[src/rtl/vote_rx_stage_if.sv]
// Voter-to-host bundle: four-phase RTR/CTS vote input plus the host-side FIFO read and stats view.
interface vote_rx_stage_if #(
    parameter int DEPTH = 4
);
    localparam int CW = $clog2(DEPTH) + 1;

    logic          CTS;
    logic [3:0]    V_OUT;
    logic          RTR;
    logic          RD_EN;
    logic [3:0]    RD_DATA;
    logic          EMPTY;
    logic          FULL;
    logic [CW-1:0] COUNT;
    logic [7:0]    WORDS;
    logic          ERR;
    logic          CLR_STATS;

    modport master (
        output CTS, V_OUT, RD_EN, CLR_STATS,
        input  RTR, RD_DATA, EMPTY, FULL, COUNT, WORDS, ERR
    );

    modport slave (
        input  CTS, V_OUT, RD_EN, CLR_STATS,
        output RTR, RD_DATA, EMPTY, FULL, COUNT, WORDS, ERR
    );
endinterface

[src/rtl/vote_rx_stage.sv]
// Receive stage for the voter: four-phase RTR/CTS capture into a show-ahead FIFO, word count, timeout flag.
// Word visible one cycle after capture; RTR withheld while FULL, so the voter stalls instead of overflowing.
module vote_rx_stage #(
    parameter int DEPTH   = 4,
    parameter int TIMEOUT = 15
) (
    input  logic            CLOCK,
    input  logic            RESET_N,
    vote_rx_stage_if.slave  bus
);
    localparam int          AW       = $clog2(DEPTH);
    localparam int          CW       = AW + 1;
    localparam logic [7:0]  TMO_LAST = 8'(TIMEOUT - 1);

    typedef enum logic [1:0] {
        S_IDLE    = 2'b00,
        S_READY   = 2'b01,
        S_RELEASE = 2'b10
    } state_t;

    state_t          r_state;
    state_t          w_state_nxt;
    logic [7:0]      r_tmo;
    logic [7:0]      w_tmo_nxt;
    logic            w_push;
    logic            w_pop;
    logic            w_tmo_hit;

    logic [3:0]      r_mem [DEPTH];
    logic [AW-1:0]   r_wr_ptr;
    logic [AW-1:0]   r_rd_ptr;
    logic [AW-1:0]   w_rd_ptr_nxt;
    logic [CW-1:0]   r_count;
    logic [CW-1:0]   w_count_nxt;
    logic [3:0]      w_head_nxt;

    logic            r_rtr;
    logic            r_empty;
    logic            r_full;
    logic [3:0]      r_rd_data;
    logic [7:0]      r_words;
    logic            r_err;

    always_comb begin
        w_state_nxt = r_state;
        w_tmo_nxt   = r_tmo;
        w_push      = 1'b0;
        w_tmo_hit   = 1'b0;
        case (r_state)
            S_IDLE: begin
                // A strobe still high here belongs to a word already taken or abandoned.
                if (!bus.CTS && !r_full) begin
                    w_state_nxt = S_READY;
                end
            end
            S_READY: begin
                if (bus.CTS) begin
                    w_push      = 1'b1;
                    w_tmo_nxt   = '0;
                    w_state_nxt = S_RELEASE;
                end
            end
            S_RELEASE: begin
                if (!bus.CTS) begin
                    w_tmo_nxt   = '0;
                    w_state_nxt = S_IDLE;
                end else if (r_tmo == TMO_LAST) begin
                    w_tmo_hit   = 1'b1;
                    w_tmo_nxt   = '0;
                    w_state_nxt = S_IDLE;
                end else begin
                    w_tmo_nxt   = r_tmo + 8'd1;
                end
            end
            default: begin
                w_state_nxt = S_IDLE;
                w_tmo_nxt   = '0;
            end
        endcase
    end

    always_comb begin
        w_pop        = bus.RD_EN && !r_empty;
        w_rd_ptr_nxt = w_pop ? r_rd_ptr + 1'b1 : r_rd_ptr;
        w_count_nxt  = r_count;
        case ({w_push, w_pop})
            2'b10:   w_count_nxt = r_count + CW'(1);
            2'b01:   w_count_nxt = r_count - CW'(1);
            default: w_count_nxt = r_count;
        endcase
        // The new head is the word being written when the read pointer lands on the write slot.
        if (w_count_nxt == '0) begin
            w_head_nxt = 4'h0;
        end else if (w_push && (r_wr_ptr == w_rd_ptr_nxt)) begin
            w_head_nxt = bus.V_OUT;
        end else begin
            w_head_nxt = r_mem[w_rd_ptr_nxt];
        end
    end

    always_ff @(posedge CLOCK or negedge RESET_N) begin
        if (!RESET_N) begin
            r_state   <= S_IDLE;
            r_tmo     <= '0;
            r_wr_ptr  <= '0;
            r_rd_ptr  <= '0;
            r_count   <= '0;
            r_rtr     <= 1'b0;
            r_empty   <= 1'b1;
            r_full    <= 1'b0;
            r_rd_data <= 4'h0;
            r_words   <= 8'h00;
            r_err     <= 1'b0;
        end else begin
            r_state   <= w_state_nxt;
            r_tmo     <= w_tmo_nxt;
            r_rtr     <= (w_state_nxt == S_READY);
            r_rd_ptr  <= w_rd_ptr_nxt;
            r_count   <= w_count_nxt;
            r_empty   <= (w_count_nxt == '0);
            r_full    <= (w_count_nxt == CW'(DEPTH));
            r_rd_data <= w_head_nxt;
            if (w_push) begin
                r_wr_ptr <= r_wr_ptr + 1'b1;
            end
            if (bus.CLR_STATS) begin
                r_words <= 8'h00;
                r_err   <= 1'b0;
            end else begin
                if (w_push && (r_words != 8'hFF)) begin
                    r_words <= r_words + 8'd1;
                end
                if (w_tmo_hit) begin
                    r_err <= 1'b1;
                end
            end
        end
    end

    always_ff @(posedge CLOCK) begin
        if (w_push) begin
            r_mem[r_wr_ptr] <= bus.V_OUT;
        end
    end

    assign bus.RTR     = r_rtr;
    assign bus.RD_DATA = r_rd_data;
    assign bus.EMPTY   = r_empty;
    assign bus.FULL    = r_full;
    assign bus.COUNT   = r_count;
    assign bus.WORDS   = r_words;
    assign bus.ERR     = r_err;
endmodule
[src/flat_wrapper.sv]
// flat-port wrapper written by rule: the top's interface ports become plain ports
module vote_rx_stage_flat 
#(
    parameter int DEPTH   = 4,
    parameter int TIMEOUT = 15
)
  (CLOCK, RESET_N, bus_CTS, bus_V_OUT, bus_RD_EN, bus_CLR_STATS, bus_RTR, bus_RD_DATA, bus_EMPTY, bus_FULL, bus_COUNT, bus_WORDS, bus_ERR);
  vote_rx_stage_if #(.DEPTH(DEPTH)) bus_i ();
  input  logic CLOCK;
  input  logic RESET_N;
  input wire logic [$bits(bus_i.CTS)-1:0] bus_CTS;
  input wire logic [$bits(bus_i.V_OUT)-1:0] bus_V_OUT;
  input wire logic [$bits(bus_i.RD_EN)-1:0] bus_RD_EN;
  input wire logic [$bits(bus_i.CLR_STATS)-1:0] bus_CLR_STATS;
  output wire logic [$bits(bus_i.RTR)-1:0] bus_RTR;
  output wire logic [$bits(bus_i.RD_DATA)-1:0] bus_RD_DATA;
  output wire logic [$bits(bus_i.EMPTY)-1:0] bus_EMPTY;
  output wire logic [$bits(bus_i.FULL)-1:0] bus_FULL;
  output wire logic [$bits(bus_i.COUNT)-1:0] bus_COUNT;
  output wire logic [$bits(bus_i.WORDS)-1:0] bus_WORDS;
  output wire logic [$bits(bus_i.ERR)-1:0] bus_ERR;
  assign bus_i.CTS = bus_CTS;
  assign bus_i.V_OUT = bus_V_OUT;
  assign bus_i.RD_EN = bus_RD_EN;
  assign bus_i.CLR_STATS = bus_CLR_STATS;
  assign bus_RTR = bus_i.RTR;
  assign bus_RD_DATA = bus_i.RD_DATA;
  assign bus_EMPTY = bus_i.EMPTY;
  assign bus_FULL = bus_i.FULL;
  assign bus_COUNT = bus_i.COUNT;
  assign bus_WORDS = bus_i.WORDS;
  assign bus_ERR = bus_i.ERR;
  vote_rx_stage #(.DEPTH(DEPTH), .TIMEOUT(TIMEOUT)) u_core (.CLOCK(CLOCK), .RESET_N(RESET_N), .bus(bus_i));
endmodule
[config.mk]
export PLATFORM = sky130hd
export DESIGN_NAME = vote_rx_stage_flat
export DESIGN_NICKNAME = d
export VERILOG_FILES = /design/src/rtl/vote_rx_stage_if.sv /design/src/rtl/vote_rx_stage.sv /design/src/flat_wrapper.sv
export SDC_FILE = /design/constraint.sdc
export NUM_CORES = 1
export LEC_CHECK = 0
export BUFFER_PORTS_ARGS = -buffer_cell sky130_fd_sc_hd__clkbuf_2
export CORE_UTILIZATION = 35
export CTS_CLUSTER_DIAMETER = 120
export DETAILED_ROUTE_END_ITERATION = 7
export GPL_ROUTABILITY_DRIVEN = 0
export SYNTH_ARGS = -nofsm -noshare
export SYNTH_HDL_FRONTEND = slang
export SYNTH_SLANG_ARGS = --single-unit
export TNS_END_PERCENT = 1
[constraint.sdc]
create_clock -name CLOCK -period 4.5 [get_ports CLOCK]
set_input_delay 0.9 -clock CLOCK [delete_from_list [all_inputs] [get_ports CLOCK]]
set_output_delay 0.9 -clock CLOCK [all_outputs]
set_load 0.03 [all_outputs]
==> results.json, run 1 <==
{
  "status": "complete, but fails checks",
  "violations": "design-rule violations",
  "crit_type": "in2reg",
  "ant_nets": 0,
  "vias": 1557,
  "area_growth_pct": 11.1,
  "utilization_pct": 40.9,
  "reg2reg_slack_ns": 2.05,
  "max_freq_mhz": 365,
  "overflow": 0,
  "cts_sinks": 49,
  "worstMarginPinSlew_ns": 0.823,
  "ys_seq_area_share_pct": 55.0,
  "route.detailed.wl_per_inst_um": 12.9,
  "async_flop_share_pct": 67.3,
  "ys_types": 44,
  "portBuffers": 27,
  "cp.arrival_ns": 2.92,
  "start_util_pct": 36.8,
  "worst_clock_skew_ns": 0.00991,
  "path_cells": "clkbuf_2 -> and3b_1 -> inv_1 -> ha_1 -> inv_1 -> fa_1 -> nor3b_1 -> a31oi_1 -> nor2_1 -> a21oi_1",
  "ys.flop_type": "dfrtp_1",
  "ys_warn_count": 0,
  "synthesis.nets": 237,
  "core_area_um2": 6460,
  "min_period_ns": 2.74,
  "synth_edf_count": 16,
  "track_usage_pct": 13.0,
  "cts_resized": 0,
  "ir_drop_v": 0.000175,
  "path_common_cell": "inv_1",
  "cts_buffers": 5,
  "hp-class": "reg2reg",
  "final_nets": 262,
  "dp_hpwl_um": 3090,
  "whs_ns": 0.503,
  "mostFrequentLayoutCells": "32 x nor2_1, 32 x dfrtp_1, 27 x clkbuf_2",
  "pin_count": 28,
  "drc": 2,
  "fin_crit_sh_pct": 61.0,
  "die_h_um": 84.4,
  "postCtsHoldBufs": 0,
  "grt_pass1_vias": 1534,
  "grt_first_pass_wirelength_um": 7180,
  "worstPathMaxFanout": 9,
  "grt_antenna_before_repair": 0,
  "slowest_delay_ns": 0.51,
  "synth_compound_area_share_pct": 9.53,
  "insertion_delay_ns": 0.30,
  "synth_cells": 219,
  "synth_mux_area_share_pct": 2.32,
  "clock_path_buffers": 2,
  "first_pass_iters": 8,
  "cp.required_ns": 4.67,
  "relSlewSlack_pct": 45.1,
  "cts_tree": "yes",
  "setup_tns_ns": 0,
  "synth_fa_ha_area_share_pct": 5.05,
  "drt-vias-per-instance": 4.84,
  "leakagePower_nw": 1.14,
  "cp_slowest_cell": "fa_1",
  "antenna_cells": 0,
  "cts_max_level": 2,
  "drt-initial-drc-count": 54,
  "synth-xor-area-share_pct": 7.37,
  "cts_setup_buffers": 0,
  "slew_viol_final": 0,
  "yosys.area_share.simple_pct": 16.3,
  "hold_violations": 0,
  "setup_viol_count_final": 0,
  "cap_violations": 0,
  "die-area_um2": 7130,
  "dieWidth_um": 84.4,
  "synth-seq-cells": 49,
  "syn_area_um2": 2380,
  "cts-root-buf": "clkbuf_8",
  "cp-start-kind": "primary input",
  "rows": 29,
  "power_density_nw_per_um2": 515,
  "finalPower_mw": 1.36,
  "grt_max_degree": 34,
  "drive_gt1_share_pct": 18.4,
  "drt-total-wl_um": 4140,
  "path_clk_slew_ns": 0.09,
  "rsz0062_at_grt": "false",
  "end_kind": "flip-flop",
  "synth_top_family_by_area": "simple AND/OR/NAND/NOR gates",
  "fill_cells": 648,
  "synth.avg_cell_area_um2": 10.9
}
==> sequential cells by signal, summed over array words and instances (netlist names) <==
signal and cells:
u_core.r_wr_ptr 2, u_core.r_rd_ptr 2, u_core.bus.COUNT 3, u_core.r_state 2
u_core.bus.EMPTY 1, u_core.bus.RD_DATA 4, u_core.bus.FULL 1, u_core.bus.ERR 1
u_core.bus.WORDS 8, u_core.r_tmo 8, u_core.bus.RTR 1, u_core.r_mem 16
==> synth_stat cells, types with 5 or more instances <==
| cell type | n | area, µm² |
|---|---|---|
| nor2_1 | 32 | 120 |
| xor2_1 | 11 | 96.3 |
| edfxtp_1 | 16 | 480 |
| xnor2_1 | 9 | 78.8 |
| ha_1 | 8 | 100 |
| a21oi_1 | 9 | 45.0 |
| o21ai_0 | 5 | 25.0 |
| inv_1 | 12 | 45.0 |
| dfrtp_1 | 32 | 801 |
| nand2_1 | 14 | 52.6 |
| nand3_1 | 11 | 55.1 |
==> final timing paths <==
check	from	to	cells after the start
worst max-delay path	bus_CTS	u_core.bus.RD_DATA[1]	10
worst min-delay path	u_core.bus.COUNT[0]	u_core.bus.COUNT[0]	1
worst max register to register	u_core.r_state[1]	u_core.bus.RD_DATA[1]	9
worst min register to register	u_core.bus.COUNT[0]	u_core.bus.COUNT[0]	1
max in group asynchronous	RESET_N	u_core.r_rd_ptr[1]	1
min in group asynchronous	RESET_N	u_core.r_rd_ptr[0]	1
==> final cells by class <==
type | instances | area, µm² | share of cell area [%]
clock buffer | 5 | 68.8 | 2.61
inverter | 13 | 48.8 | 1.85
multi-input combinational | 148 | 963 | 36.5
clock inverter | 3 | 21.3 | 0.805
timing repair buffer | 27 | 135 | 5.12
tap | 77 | 96.3 | 3.65
sequential | 49 | 1310 | 49.5
==> metrics by stage <==
| step | cells | setup WS [ns] | area [µm²] |
|---|---|---|---|
| 2_1_floorplan | 219 | 1.65 | 2380 |
| 3_3_place_gp | 314 | 1.51 | 2550 |
| 3_5_place_dp | 314 | 1.42 | 2550 |
| 4_1_cts | 322 | 1.74 | 2640 |
| 5_1_grt | 322 | 1.53 | 2640 |
| 6_report | 322 | 1.76 | 2640 |
==> logic make-up (layout without fill, tap and decap cells) <==
logic type               count (synthesis)  in the layout
buffers and inverters                   22             48
XOR/XNOR                                20             20
adder cells (fa/ha/maj)                  9              9
flip-flops                              49             49
AND/OR/NAND/NOR                         80             80
AO/OA/AOI/OAI                           34             34
multiplexers                             5              5
==> critical path: cells and delay by family <==
kind            cells  cell delay (ns)
buf+inv             3             0.35
compound gates      2             0.16
simple gates        3             0.79
fa+ha+maj           2             0.71
==> routing by layer <==
| metal | routed length [µm] | vias to the layer above | track usage (%) |
|---|---|---|---|
| met5 | 0 | - | 0 |
| met1 | 1930 | 724 | 16.7 |
| met3 | 156 | 7 | 3.15 |
| met2 | 1980 | 28 | 21.1 |
| li1 | - | 798 | - |
| met4 | 69 | 0 | 5.55 |
==> report_power, final <==
group / total [mW] / leakage [nW] / switching, mW / internal (mW)
clock: 0.260 / 0.0407 / 0.150 / 0.110
sequential: 0.634 / 0.572 / 0.0929 / 0.541
combinational: 0.467 / 0.530 / 0.279 / 0.188
(Power assumes the default switching activity.)
==> inputs of run 2 (changes only) <==
==> constraint.sdc (replaced) <==
create_clock -name CLOCK -period 2.65 [get_ports CLOCK]
set_input_delay 0.53 -clock CLOCK [delete_from_list [all_inputs] [get_ports CLOCK]]
set_output_delay 0.53 -clock CLOCK [all_outputs]
set_load 0.03 [all_outputs]
==> run 2 against run 1 <==
Non-clock buffer count rose by 4. Largest power group unchanged. Largest cell class unchanged. Wire length rose by 4.4%. Critical endpoint is now u_core.bus.RD_DATA[2]. First-iteration DRC count fell by 9.3%. Cell count increased by 1.2%. Combinational power rose by 83%. The flow still finishes with violations (design-rule violations). Core utilization grew 0.93 points. Global-route usage rose by 0.84 points. Via count grew 3.1%. Sequential power increased by 66%. Clock skew is 0.0029 ns lower.
==> results.json, run 2 (same netlist as run 1, synthesis figures left out) <==
{
  "cap_violations": 0,
  "worst_clock_skew_ns": 0.00704,
  "route.detailed.wl_per_inst_um": 13.3,
  "end_kind": "flip-flop",
  "first_pass_iters": 6,
  "drt-initial-drc-count": 49,
  "vias": 1606,
  "cts-root-buf": "clkbuf_8",
  "power_switching_mw": 0.900,
  "status": "complete, but fails checks",
  "cp.required_ns": 2.89,
  "mostFrequentLayoutCells": "32 x nor2_1, 32 x dfrtp_1, 27 x clkbuf_2",
  "hold_violations": 0,
  "drt-total-wl_um": 4320,
  "fin_crit_sh_pct": 86.6,
  "power_density_nw_per_um2": 911,
  "dp_hpwl_um": 3120,
  "grt_pass1_vias": 1616,
  "swShare_pct": 36.6,
  "grt_antenna_before_repair": 0,
  "drive_gt1_share_pct": 19.7,
  "cts_tree": "yes",
  "insertion_delay_ns": 0.31,
  "dieWidth_um": 84.4,
  "core_area_um2": 6460,
  "violations": "design-rule violations",
  "max_freq_mhz": 436,
  "ir_drop_v": 0.000437,
  "cts_sinks": 49,
  "cp-start-kind": "flip-flop",
  "worstPathMaxFanout": 7,
  "cts_setup_buffers": 0,
  "whs_ns": 0.305,
  "p_int_mw": 1.56,
  "grt_max_degree": 34,
  "min_period_ns": 2.30,
  "p_clk_share_pct": 22.7,
  "pin_count": 28,
  "antenna_cells": 0,
  "crit_type": "reg2reg",
  "setup_viol_count_final": 0,
  "combPwrFrac_pct": 34.8,
  "track_usage_pct": 13.8,
  "pwr-share-seq_pct": 42.5,
  "ant_nets": 0,
  "cp.arrival_ns": 2.53,
  "relSlewSlack_pct": 44.6,
  "slowest_delay_ns": 0.45,
  "drc": 2,
  "die_h_um": 84.4,
  "overflow": 0,
  "setup_tns_ns": 0,
  "path_cells": "and3b_1 -> inv_1 -> ha_1 -> inv_1 -> fa_1 -> xor2_1 -> nor2_1 -> xor2_1 -> nor2_1 -> a21oi_1",
  "rows": 29,
  "clock_path_buffers": 2,
  "rsz0062_at_grt": "false",
  "postCtsHoldBufs": 0,
  "leakagePower_nw": 1.18,
  "slew_viol_final": 0,
  "start_util_pct": 36.8,
  "drt-vias-per-instance": 4.93,
  "portBuffers": 27,
  "cts_resized": 0,
  "cts_buffers": 5,
  "die-area_um2": 7130,
  "hp-class": "in2async",
  "final_nets": 266,
  "worst-r2r-cell-count": 10,
  "cp_slowest_cell": "dfrtp_1",
  "largest_register_ffs": 16,
  "area_growth_pct": 13.6,
  "grt_first_pass_wirelength_um": 7660,
  "fill_cells": 636,
  "largest_register": "u_core.r_mem",
  "cts_max_level": 2,
  "utilization_pct": 41.8,
  "path_clk_slew_ns": 0.09,
  "worstMarginPinSlew_ns": 0.830
}
-- run 2: worst paths after layout --
check,from,endpoint,slack [ns]
worst max-delay path,u_core.r_state[1],u_core.bus.RD_DATA[2],0.35
min in group CLOCK,bus_V_OUT[2],u_core.r_mem[0][2],0.47
worst max register to register,u_core.r_state[1],u_core.bus.RD_DATA[2],0.35
worst min-delay path,RESET_N,u_core.bus.RD_DATA[2],0.30
max in group asynchronous,RESET_N,u_core.bus.WORDS[3],1.82
worst min register to register,u_core.bus.ERR,u_core.bus.ERR,0.51
-- run 2: final cells by class --
cell class                 count  area (µm²)  area share [%]
clock buffer                   6        82.6            3.06
clock inverter                 2        37.5            1.39
inverter                      13        48.8            1.81
multi-input combinational    148         963            35.7
sequential                    49        1310            48.4
tap                           77        96.3            3.57
timing repair buffer          31         165            6.11
-- run 2: per-layer routing --
layer  share of wire (%)  track usage [%]  routed length [µm]
met4                0.76             4.16                  33
met3                 5.0             4.72                 217
met1                  46             16.7                1990
met5                   0                0                   0
met2                  48             23.5                2080
-- run 2: worst max-delay path: cells and delay by family (launching register included) --
kind | cells | cell delay (ns)
adders and majority gates | 2 | 0.59
and+or+nand+nor | 3 | 0.48
DFF | 1 | 0.45
xor gates and xnor gates | 2 | 0.39
buffers and inverters | 2 | 0.18
AOI/OAI and AO/OA | 1 | 0.14
-- run 2: power by group through the flow --
stage	Combinational (mW)	Sequential, mW	Clock (mW)
after detailed placement	0.869	1.06	0
after global placement	0.847	1.06	0
final	0.856	1.05	0.558
after CTS	0.872	1.05	0.580
after global routing	0.966	1.07	0.608
after floorplan	0.583	1.14	0
-- run 2: per-stage QoR --
step	setup WS [ns]	instance area, µm²	power, mW	instances
after floorplan	0.167	2380	1.73	219
after global placement	0.195	2580	1.91	318
after detailed placement	0.148	2580	1.93	318
after CTS	0.318	2700	2.50	326
after global routing	0.0833	2700	2.65	326
final	0.355	2700	2.46	326
==> inputs of run 3 (changes only) <==
--- a/config.mk
+++ b/config.mk
@@ -5,11 +5,14 @@
 export SDC_FILE = /design/constraint.sdc
 export NUM_CORES = 1
 export LEC_CHECK = 0
+export ABC_AREA = 1
 export BUFFER_PORTS_ARGS = -buffer_cell sky130_fd_sc_hd__clkbuf_2
 export CORE_UTILIZATION = 35
 export CTS_CLUSTER_DIAMETER = 120
 export DETAILED_ROUTE_END_ITERATION = 7
 export GPL_ROUTABILITY_DRIVEN = 0
+export PLACE_DENSITY = 0.63
+export SKIP_CTS_REPAIR_TIMING = 1
 export SYNTH_ARGS = -nofsm -noshare
 export SYNTH_HDL_FRONTEND = slang
 export SYNTH_SLANG_ARGS = --single-unit
==> run 3 against run 2 <==
Via count increased by 11%. Clock-buffer cell count unchanged. Area after synthesis increased by 4.6%. Clock skew increased by 0.017 ns. Critical path type unchanged. Register-to-register slack improved by 0.13 ns. Global-route usage decreased by 0.76 points. Critical path depth increased by 1. The run now ends clean. Maximum frequency increased by 6.1%. Clock power decreased by 5.7%. Hold slack improved by 0.0027 ns.
==> results.json, run 3 <==
{
  "worst_clock_skew_ns": 0.0241,
  "setup_tns_ns": 0,
  "insertion_delay_ns": 0.31,
  "ir_drop_v": 0.000302,
  "synth_mux_area_share_pct": 0,
  "finish.instance_area_um2": 2840,
  "dp_hpwl_um": 3240,
  "min_period_ns": 2.16,
  "utilization_pct": 41.5,
  "clock_path_buffers": 2,
  "dieWidth_um": 86.3,
  "cap_violations": 0,
  "async_flop_share_pct": 67.3,
  "synth.avg_cell_area_um2": 9.21,
  "antenna_cells": 0,
  "grt_antenna_before_repair": 0,
  "first_pass_iters": 4,
  "multi_input_area_um2": 980,
  "synthesis.nets": 288,
  "pin_count": 28,
  "path_clk_slew_ns": 0.10,
  "max_freq_mhz": 462,
  "synth_common_cells": "47 x nand2_1, 45 x inv_1, 32 x dfrtp_1",
  "ys.flop_type": "dfrtp_1",
  "core_area_um2": 6830,
  "drt-total-wl_um": 4420,
  "start_util_pct": 36.4,
  "yosys.area_share.simple_pct": 25.7,
  "worstMarginPinSlew_ns": 0.831,
  "route.detailed.wl_per_inst_um": 11.1,
  "synth_cells": 270,
  "cts_max_level": 2,
  "regArea_um2": 1310,
  "cp.required_ns": 2.90,
  "syn_area_um2": 2490,
  "cp.arrival_ns": 2.41,
  "largest_register": "u_core.r_mem",
  "ys_warn_count": 0,
  "setup_viol_count_final": 0,
  "fin_crit_sh_pct": 81.7,
  "stdcell_count": 400,
  "synth-seq-cells": 49,
  "end_kind": "flip-flop",
  "worst-r2r-cell-count": 11,
  "rsz0062_at_grt": "false",
  "mostFrequentLayoutCell": "nand2_1",
  "placed_area_um2": 2730,
  "overflow": 0,
  "crit_type": "reg2reg",
  "leakagePower_nw": 1.34,
  "reg2reg_slack_ns": 0.49,
  "drt-initial-drc-count": 115,
  "vias": 1784,
  "synth_compound_area_share_pct": 6.09,
  "worstPathMaxFanout": 5,
  "cts_buffers": 5,
  "synth_area_leaders": "dfrtp_1 32%, edfxtp_1 19%, nand2_1 7.1%",
  "slew_viol_final": 0,
  "die_h_um": 86.3,
  "hp-class": "in2async",
  "cts-root-buf": "clkbuf_8",
  "fill_cells": 714,
  "yosysTopAreaCellShare_pct": 32.2,
  "drive_gt1_share_pct": 18.4,
  "synth_most_common_cell": "nand2_1",
  "cts_sinks": 49,
  "r2r-start": "u_core.r_state[0]",
  "r2r_end": "u_core.bus.RD_DATA[1]",
  "mostFrequentLayoutCells": "47 x nand2_1, 45 x inv_1, 32 x dfrtp_1",
  "synth_area_leader_cell": "dfrtp_1",
  "ant_nets": 0,
  "portBuffers": 27,
  "grt_max_degree": 34,
  "relSlewSlack_pct": 44.6,
  "cts_tree": "yes",
  "drt-vias-per-instance": 4.46,
  "status": "finished, final reports clean",
  "rows": 30,
  "drc": 0,
  "hold_violations": 0,
  "ys_seq_area_share_pct": 52.6,
  "post-place-cells": 392,
  "synth_edf_count": 16,
  "track_usage_pct": 13.1,
  "synth-xor-area-share_pct": 2.82,
  "cp-start-kind": "flip-flop",
  "synth_fa_ha_area_share_pct": 4.83,
  "ys_types": 34,
  "final_nets": 321,
  "synth_top_family_by_area": "simple AND/OR/NAND/NOR gates",
  "area_growth_pct": 14.1,
  "grt_first_pass_wirelength_um": 7580,
  "largest_register_ffs": 16,
  "grt_pass1_vias": 1666,
  "die-area_um2": 7440,
  "power_density_nw_per_um2": 879
}
run 3: kinds of logic after synthesis:
| family | count (synthesis) |
|---|---|
| buffers and inverters | 50 |
| xor gates and xnor gates | 8 |
| adders and majority gates | 9 |
| and+or+nand+nor | 131 |
| AOI/OAI and AO/OA | 23 |
| DFF | 49 |
run 3: area by class of cell:
| class | count | area share [%] |
|---|---|---|
| Clock inverter | 2 | 1.23 |
| Clock buffer | 6 | 2.56 |
| Sequential cell | 49 | 46.1 |
| Inverter | 48 | 6.35 |
| Timing Repair Buffer | 28 | 5.03 |
| Multi-Input combinational cell | 171 | 34.5 |
| Tap cell | 96 | 4.23 |
run 3: how the worst max path moves through the flow:
stage                      startpoint  depth (start not counted)                    end
finish              u_core.r_state[0]                         11  u_core.bus.RD_DATA[1]
global route        u_core.r_state[0]                         11  u_core.bus.RD_DATA[1]
CTS                 u_core.r_state[0]                         11  u_core.bus.RD_DATA[1]
floorplan                     bus_CTS                         11  u_core.bus.RD_DATA[0]
global placement              bus_CTS                         12  u_core.bus.RD_DATA[0]
detailed placement            bus_CTS                         12  u_core.bus.RD_DATA[1]
run 3: critical path: stages, from the launching register on:
cell,delay [ns]
dfrtp_1,0.41
nand2_2,0.12
nor2_4,0.15
inv_2,0.05
ha_1,0.20
inv_1,0.09
fa_1,0.41
o21ai_0,0.28
nor2_1,0.08
nand2_1,0.15
nand2_1,0.07
nor2_1,0.10
run 3: metal layers:
metal / track usage (%) / share of wire [%] / vias to the layer above
met4: 6.67 / 2.0 / 0
met5: 0 / 0 / -
met1: 16.7 / 51 / 815
met3: 2.67 / 2.7 / 5
li1: - / - / 938
met2: 21.1 / 44 / 26
run 3: stage by stage:
step,worst slack (ns),hold slack (ns),total power [mW]
after floorplan,0.487,0.234,1.76
after CTS,0.453,0.327,2.52
after global placement,0.275,0.485,1.98
after global routing,0.268,0.372,2.69
after detailed placement,0.181,0.492,1.99
final,0.486,0.307,2.49
run 3: power breakdown:
part	internal, mW	switching (mW)	total (mW)
Sequential	0.929	0.0895	1.02
Clock	0.280	0.246	0.526
Combinational	0.298	0.651	0.949
